===== src/rtl/full_adder.sv =====
// full_adder: registered ripple-carry adder with carry-out, signed overflow and a valid flag
module full_adder #(
  parameter int WIDTH = 1
) (
  input  logic             clk,
  input  logic             rst,
  input  logic             en,
  input  logic [WIDTH-1:0] a,
  input  logic [WIDTH-1:0] b,
  input  logic             cin,
  output logic [WIDTH-1:0] sum,
  output logic             carry_out,
  output logic             overflow,
  output logic             valid
);
  logic [WIDTH:0]   c;
  logic [WIDTH-1:0] s;
  logic [WIDTH-1:0] sum_d, sum_q;
  logic             carry_d, carry_q, ovf_d, ovf_q, valid_q;
  assign c[0] = cin;
  for (genvar i = 0; i < WIDTH; i++) begin : g_cell
    assign s[i]   = a[i] ^ b[i] ^ c[i];
    assign c[i+1] = (a[i] & b[i]) | (c[i] & (a[i] ^ b[i]));
  end
  always_comb begin
    sum_d   = en ? s : sum_q;
    carry_d = en ? c[WIDTH] : carry_q;
    ovf_d   = en ? c[WIDTH] ^ c[WIDTH-1] : ovf_q;
  end
  always_ff @(posedge clk or posedge rst) begin
    if (rst) begin
      sum_q   <= '0;
      carry_q <= 1'b0;
      ovf_q   <= 1'b0;
      valid_q <= 1'b0;
    end else begin
      sum_q   <= sum_d;
      carry_q <= carry_d;
      ovf_q   <= ovf_d;
      valid_q <= en;
    end
  end
  assign sum       = sum_q;
  assign carry_out = carry_q;
  assign overflow  = ovf_q;
  assign valid     = valid_q;
endmodule


===== config.mk =====
export PLATFORM = sky130hd
export DESIGN_NAME = full_adder
export DESIGN_NICKNAME = d
export VERILOG_FILES = /design/src/rtl/full_adder.sv
export SDC_FILE = /design/constraint.sdc
export NUM_CORES = 1
export LEC_CHECK = 0
export ABC_AREA = 1
export CAP_MARGIN = 25
export CORE_AREA = 2 2 39 41
export DETAILED_ROUTE_END_ITERATION = 16
export DIE_AREA = 0 0 41 43
export SYNTH_ARGS = -nofsm -noshare
export SYNTH_HDL_FRONTEND = slang
export SYNTH_SLANG_ARGS = --single-unit

===== constraint.sdc =====
create_clock -name clk -period 0.8 [get_ports clk]
set_input_delay 0.08 -clock clk [delete_from_list [all_inputs] [get_ports clk]]
set_output_delay 0.08 -clock clk [all_outputs]
set_load 0.01 [all_outputs]

Yosys cells after proc, flatten, opt, wreduce, memory -nomap -nowiden
Cells that the tools add are included.

storage, ports and cells
  output and inout port bits = 4
  input port bits = 6
  word-level logic and storage cells = 10
  register bits = 4

operators by class
  bitwise operators = 6

operators with widths
  cell           count
  $xor A1 B1 Y1  3
  $and A1 B1 Y1  2
  $or A1 B1 Y1   1

Depth between registers and ports, before layout
Gate-level depths: netlist of run 1.

  depth after elaboration = 4
  gate-level depth with buffers = 5
  depth with buffers taken out = 5

Least setup slack after synthesis of run 1
Ideal clock, no wire load.

  path type = input -> register
  from = input port a
  to = register ovf_q, in the netlist overflow
  path buffers = 0
  stages = 5
  setup slack = -27 ps
  setup time = 117 ps
  arrival = 709 ps
  data required time = 683 ps
  cells stage by stage = fa_1 > inv_1 > nand2_1 > nand3_1 > nand2_1

between the ends
  longest elaborated chain between the ends = 4
  elaborated cells on any way between the ends = 5
  classes of those cells = bitwise (5)

ends and longest elaborated chain
  what                  RTL line  source
  from (decl)           8         input logic [WIDTH-1:0] a,
  $xor A1 B1 Y1         23        assign c[i+1] = (a[i] & b[i]) | (c[i] & (a[i] ^ b[i]));
  $and A1 B1 Y1         23
  $or A1 B1 Y1 *        23
  $xor A1 B1 Y1 *       28        ovf_d = en ? c[WIDTH] ^ c[WIDTH-1] : ovf_q;
  to (signal assigned)  39        ovf_q <= ovf_d;
  to (decl)             19        logic carry_d, carry_q, ovf_d, ovf_q, valid_q;

Every way passes the cells marked *; elsewhere a longest branch is shown, timed or not.
A chain may end at the register's enable or synchronous reset.

Worst setup path in the final report of run 1
  from = register sum_q, in the netlist sum
  to = output port sum

RTL lines
  what                    RTL line  source
  from (decl)             18        logic [WIDTH-1:0] sum_d, sum_q;
  from (signal assigned)  37        sum_q <= sum_d;
  to (decl)               11        output logic [WIDTH-1:0] sum,

No word-level cell between the ends.

==> results.py, run 1 <==
metrics = {
    "grt": {
        "grt_max_degree": 5,
        "grt_pass1_vias": 174,
        "grt_pass1_wl_um": 655,
        "grt_remaining_overflow": 0,
        "grt_usage_pct": 5.740,
        "antenna_found_initial": 0,
    },
    "timing": {
        "finalCritPeriodShare_pct": 101.9,
        "slew_viol_final": 0,
        "max_freq_mhz": 1227,
        "tightest_slew_ns": 0.1540,
        "setup_slack_ns": -0.01530,
        "slew_headroom_pct": 89.70,
        "finalHoldViolations": 0,
        "grt_setup_unrepaired": "yes",
        "final.min_clock_period_ns": 0.8153,
        "setup_viol": 3,
        "tns_ns": -0.03137,
        "finClkSkew_ns": 0,
        "worst_hold_slack_ns": 0.03711,
    },
    "power_and_ir_drop": {
        "ir_drop_uv": 314.6,
        "power.leakage_nw": 0.1710,
        "pwr_density_cell_mw_per_mm2": 1929,
        "p_total_mw": 0.6108,
    },
    "setup_path": {
        "cp_top_family": "flip-flops",
        "crit_fanout": 2,
        "critPathArrivalTime_ns": 0.74,
        "endpoint_kind": "output pin",
        "slowest_delay_ns": 0.37,
        "cp.required_ns": 0.72,
        "worst-path-buf-inv": 1,
        "worst_path_max_delay_cell": "dfrtp_1",
        "setup.worst_path.class": "reg -> out",
        "crit_chain": "buf_2",
        "start_kind": "register",
    },
    "die": {
        "coreArea_mm2": 0.001384,
        "row_count": 14,
        "die_area_mm2": 0.001763,
        "die_w_um": 41,
        "num_io_pins": 10,
        "die_y_um": 43,
        "initial_utilization_pct": 12.66,
    },
    "layout": {
        "multi_input_area_um2": 62.56,
        "seq_area_um2": 100.1,
        "drive_above_1_share_pct": 45.71,
        "diodes": 0,
        "fin_area_um2": 316.6,
        "nets": 44,
        "fillers": 160,
        "final_util_pct": 22.88,
        "final_cells": 51,
        "area_growth_pct": 80.71,
    },
    "routing": {
        "vias_per_cell": 3.235,
        "vias": 165,
        "routed_wl_um": 336,
        "first_pass_iters": 2,
        "ant_nets": 0,
        "drc_errors": 0,
        "drtIter0Drc": 2,
        "wl_per_cell_um": 6.588,
    },
    "synth": {
        "synthMuxAreaShare_pct": 0,
        "yosys_warnings": 0,
        "synth_top_family_by_area": "simple AND/OR/NAND/NOR gates",
        "synth-seq-cells": 4,
        "synth_xor_area_share_pct": 0,
        "ys_seq_area_share_pct": 57.14,
        "synth-simple-area-share_pct": 20.00,
        "syn_nets": 26,
        "synth_cells": 19,
        "syn_area_um2": 175.2,
        "syn_avg_cell_area_um2": 9.219,
        "synth_compound_area_share_pct": 2.857,
        "synth_fa_ha_area_share_pct": 11.43,
        "netlist-cell-type-count": 7,
    },
    "placement": {
        "place_hpwl_um": 271.4,
        "dp.cells": 48,
        "placed_area_um2": 317.8,
        "io_buffers": 9,
        "pre_cts_slack_ns": -0.4867,
        "place_congestion": 0.6195,
    },
    "clock_network": {
        "htreeDepth": 1,
        "post_cts_buffers": 0,
        "clkTransAtPathRegs_ns": 0.03,
        "root_buffer": "clkbuf_4",
        "cts_tree": "yes",
        "cts_buffers": 3,
        "clock_latency_ns": 0.23,
        "numClockSinks": 4,
        "clock_path_buffers": 2,
    },
    "run_status": {
        "outcome": "complete, but fails checks",
        "violations": "negative setup slack",
    },
    "hold_path": {
        "hp-class": "in -> async",
    },
    "flow_run": {
        "maxCapViolCount": 0,
    },
}
-- area by class of cell --
class,count,area share [%]
Clock buffer,3,7.115
Inverter,4,4.743
Multi-Input combinational cell,11,19.76
Sequential cell,4,31.62
Tap cell,16,6.324
Timing Repair Buffer,13,30.43
-- where the power goes --
group | switching (mW) | internal [mW] | total [mW]
Combinational | 0.0567 | 0.0791 | 0.136
Sequential | 0.0107 | 0.225 | 0.236
Clock | 0.0718 | 0.167 | 0.239
Total | 0.139 | 0.471 | 0.611
-- layout by cell type, fill, tap and decap left out --
cell type,Yosys,routed
inv_2,1,2
buf_6,0,1
clkbuf_2,0,2
dfrtp_1,4,4
clkbuf_4,0,3
nand2_1,8,8
clkdlybuf4s15_1,0,1
nand3_1,1,1
fa_2,0,1
clkdlybuf4s50_1,0,2
inv_1,3,2
buf_4,0,4
o21ai_1,1,1
buf_2,0,3
-- registers in the layout (all words and copies together) (netlist names) --
signal and cells:
carry_out 1, overflow 1, sum 1, valid 1
-- cells in the mapped netlist --
library cell | count | area (um2)
inv_1 | 3 | 11.26
fa_1 | 1 | 20.02
dfrtp_1 | 4 | 100.1
o21ai_1 | 1 | 5.000
nand3_1 | 1 | 5.000
inv_2 | 1 | 3.750
nand2_1 | 8 | 30.03
-- cells by family after synthesis --
family,Yosys count
and+or+nand+nor,9
buffers and inverters,4
DFF,4
AOI/OAI and AO/OA,1
adders and majority gates,1
-- metal layers --
| layer | vias up | wire (um) | track usage [%] |
|---|---|---|---|
| li1 | 87 | - | - |
| met4 | 0 | 0 | 8.000 |
| met1 | 70 | 142 | 7.792 |
| met2 | 8 | 153 | 6.563 |
| met3 | 0 | 40 | 0 |
| met5 | - | 0 | 0 |
-- path summary, 6_finish.rpt --
| check | slack [ns] | start | depth (start not counted) | end |
|---|---|---|---|---|
| max in group asynchronous | 0.62 | rst | 2 | valid |
| min in group clk | 0.27 | b | 4 | sum |
| min reg2reg | 0.56 | sum | 3 | sum |
| max reg2reg | 0.08 | overflow | 3 | overflow |
| min | 0.04 | rst | 2 | carry_out |
| max | -0.02 | sum | 1 | sum |
-- timing repair --
item | CTS | global route
pin swaps | 1 | 1
endpoints found under the setup margin | 7 | 6
gates resized for setup | 22 | 4
hold buffers | 0 | 0
Power figures use the tool's default switching activity.
==> run 2, diff against run 1 <==
--- a/config.mk
+++ b/config.mk
@@ -10,6 +10,7 @@
 export CORE_AREA = 2 2 39 41
 export DETAILED_ROUTE_END_ITERATION = 16
 export DIE_AREA = 0 0 41 43
+export PLACE_DENSITY = 0.36
 export SYNTH_ARGS = -nofsm -noshare
 export SYNTH_HDL_FRONTEND = slang
 export SYNTH_SLANG_ARGS = --single-unit
==> constraint.sdc (replaced) <==
create_clock -name clk -period 0.95 [get_ports clk]
set_input_delay 0.095 -clock clk [delete_from_list [all_inputs] [get_ports clk]]
set_output_delay 0.095 -clock clk [all_outputs]
set_load 0.01 [all_outputs]
==> results.py, run 2 (synthesized netlist as in run 1, its figures left out) <==
metrics = {
    "timing": {
        "finClkSkew_ns": 0,
        "finalHoldViolations": 0,
        "final.min_clock_period_ns": 0.8966,
        "slew_viol_final": 0,
        "worst_hold_slack_ns": 0.04425,
        "max_freq_mhz": 1115,
        "setup_viol": 0,
        "grt_setup_unrepaired": "no",
        "slew_headroom_pct": 90.26,
        "finalCritPeriodShare_pct": 94.37,
        "tightest_slew_ns": 0.1456,
        "tns_ns": 0,
    },
    "clock_network": {
        "clock_latency_ns": 0.23,
        "clock_path_buffers": 2,
        "htreeDepth": 1,
        "numClockSinks": 4,
        "clkTransAtPathRegs_ns": 0.04,
        "cts_buffers": 3,
        "post_cts_buffers": 0,
        "cts_tree": "yes",
        "root_buffer": "clkbuf_4",
    },
    "die": {
        "coreArea_mm2": 0.001384,
        "num_io_pins": 10,
        "die_area_mm2": 0.001763,
        "die_y_um": 43,
        "row_count": 14,
        "initial_utilization_pct": 12.66,
        "die_w_um": 41,
    },
    "grt": {
        "grt_pass1_wl_um": 579,
        "grt_max_degree": 5,
        "antenna_found_initial": 0,
        "grt_remaining_overflow": 0,
        "grt_pass1_vias": 145,
        "grt_usage_pct": 5.449,
    },
    "run_status": {
        "outcome": "finished, final reports clean",
    },
    "setup_path": {
        "cp.required_ns": 0.85,
        "start_kind": "register",
        "crit_fanout": 1,
        "endpoint_kind": "output pin",
        "setup.worst_path.class": "reg -> out",
        "ff2ff_path_depth": 3,
        "crit_start": "valid",
        "crit_chain": "clkdlybuf4s15_1",
        "rr_startpoint": "carry_out",
        "r2r_end": "carry_out",
        "slowest_delay_ns": 0.35,
        "worst-path-buf-inv": 1,
        "ff2ff_setup_slack_ns": 0.24,
        "worst_path_max_delay_cell": "dfrtp_1",
        "cp_top_family": "flip-flops",
        "critPathArrivalTime_ns": 0.80,
    },
    "routing": {
        "routed_wl_um": 343,
        "ant_nets": 0,
        "first_pass_iters": 2,
        "drc_errors": 0,
        "wl_per_cell_um": 6.860,
        "vias_per_cell": 3.360,
        "drtIter0Drc": 3,
        "vias": 168,
    },
    "placement": {
        "io_buffers": 9,
        "place_congestion": 0.6353,
    },
    "power_and_ir_drop": {
        "pwr_density_cell_mw_per_mm2": 1621,
        "power.leakage_nw": 0.1688,
        "ir_drop_uv": 401.5,
    },
    "hold_path": {
        "hp-class": "in -> async",
    },
    "layout": {
        "fillers": 155,
        "area_growth_pct": 79.29,
        "diodes": 0,
        "nets": 43,
        "final_common_cell": "nand2_1",
        "layout_common_cells": "nand2_1, dfrtp_1",
        "drive_above_1_share_pct": 32.35,
        "final_util_pct": 22.69,
    },
    "flow_run": {
        "maxCapViolCount": 0,
    },
}
==> run 2: cell types whose count changed in the layout (fill, tap and decap cells not counted) <==
cell / change
inv_2: -1
buf_2: -3
inv_1: +1
clkbuf_2: +1
dlygate4sd2_1: +3
buf_6: -1
buf_4: -1
==> run 2: per-stage QoR <==
step                      total power, mW  instances  area (um2)  setup slack, ns
after floorplan                    0.2380         19       175.2           0.1082
after global placement             0.3236         47       307.8          -0.3790
after detailed placement           0.3253         47       307.8          -0.3957
after CTS                          0.5279         50       329.1         0.005792
after global routing               0.5512         50       314.1         0.004348
final                              0.5089         50       314.1          0.05344
==> run 2: timing repair <==
item,4_1_cts,5_1_grt
endpoints found under the setup margin,7,3
endpoints found under the hold margin,0,0
gates resized for setup,12,3
pin swaps,1,0
hold buffers,0,0
==> run 2: how the worst max path moves through the flow <==
| stage | endpoint | cells after the start |
|---|---|---|
| 3_3_place_gp | overflow | 6 |
| 6_report | valid | 1 |
| 2_1_floorplan | overflow | 5 |
| 3_5_place_dp | overflow | 6 |
| 4_1_cts | carry_out | 1 |
| 5_1_grt | valid | 1 |
==> run 2: metal layers <==
metal	up-vias	part of all wire [%]	wire, um	global-route usage [%]
li1	85	-	-	-
met1	71	45	153	6.209
met2	10	39	134	6.250
met3	2	11	37	3.141
met4	0	5.2	18	6.000
met5	-	0	0	0
==> run 2: final cells by class <==
type | instances | area (um2) | area share [%]
flip-flops and latches | 4 | 100.1 | 31.87
well taps | 16 | 20.02 | 6.375
multi-input cells | 11 | 62.56 | 19.92
repair buffers | 12 | 93.84 | 29.88
inverters | 4 | 15.01 | 4.781
clock buffers | 3 | 22.52 | 7.171
==> run 2: where the power goes <==
group	switching [mW]	internal [mW]	total [mW]
clock	0.0666	0.141	0.208
sequential	0.00944	0.190	0.199
combinational	0.0459	0.0562	0.102
total	0.122	0.387	0.509
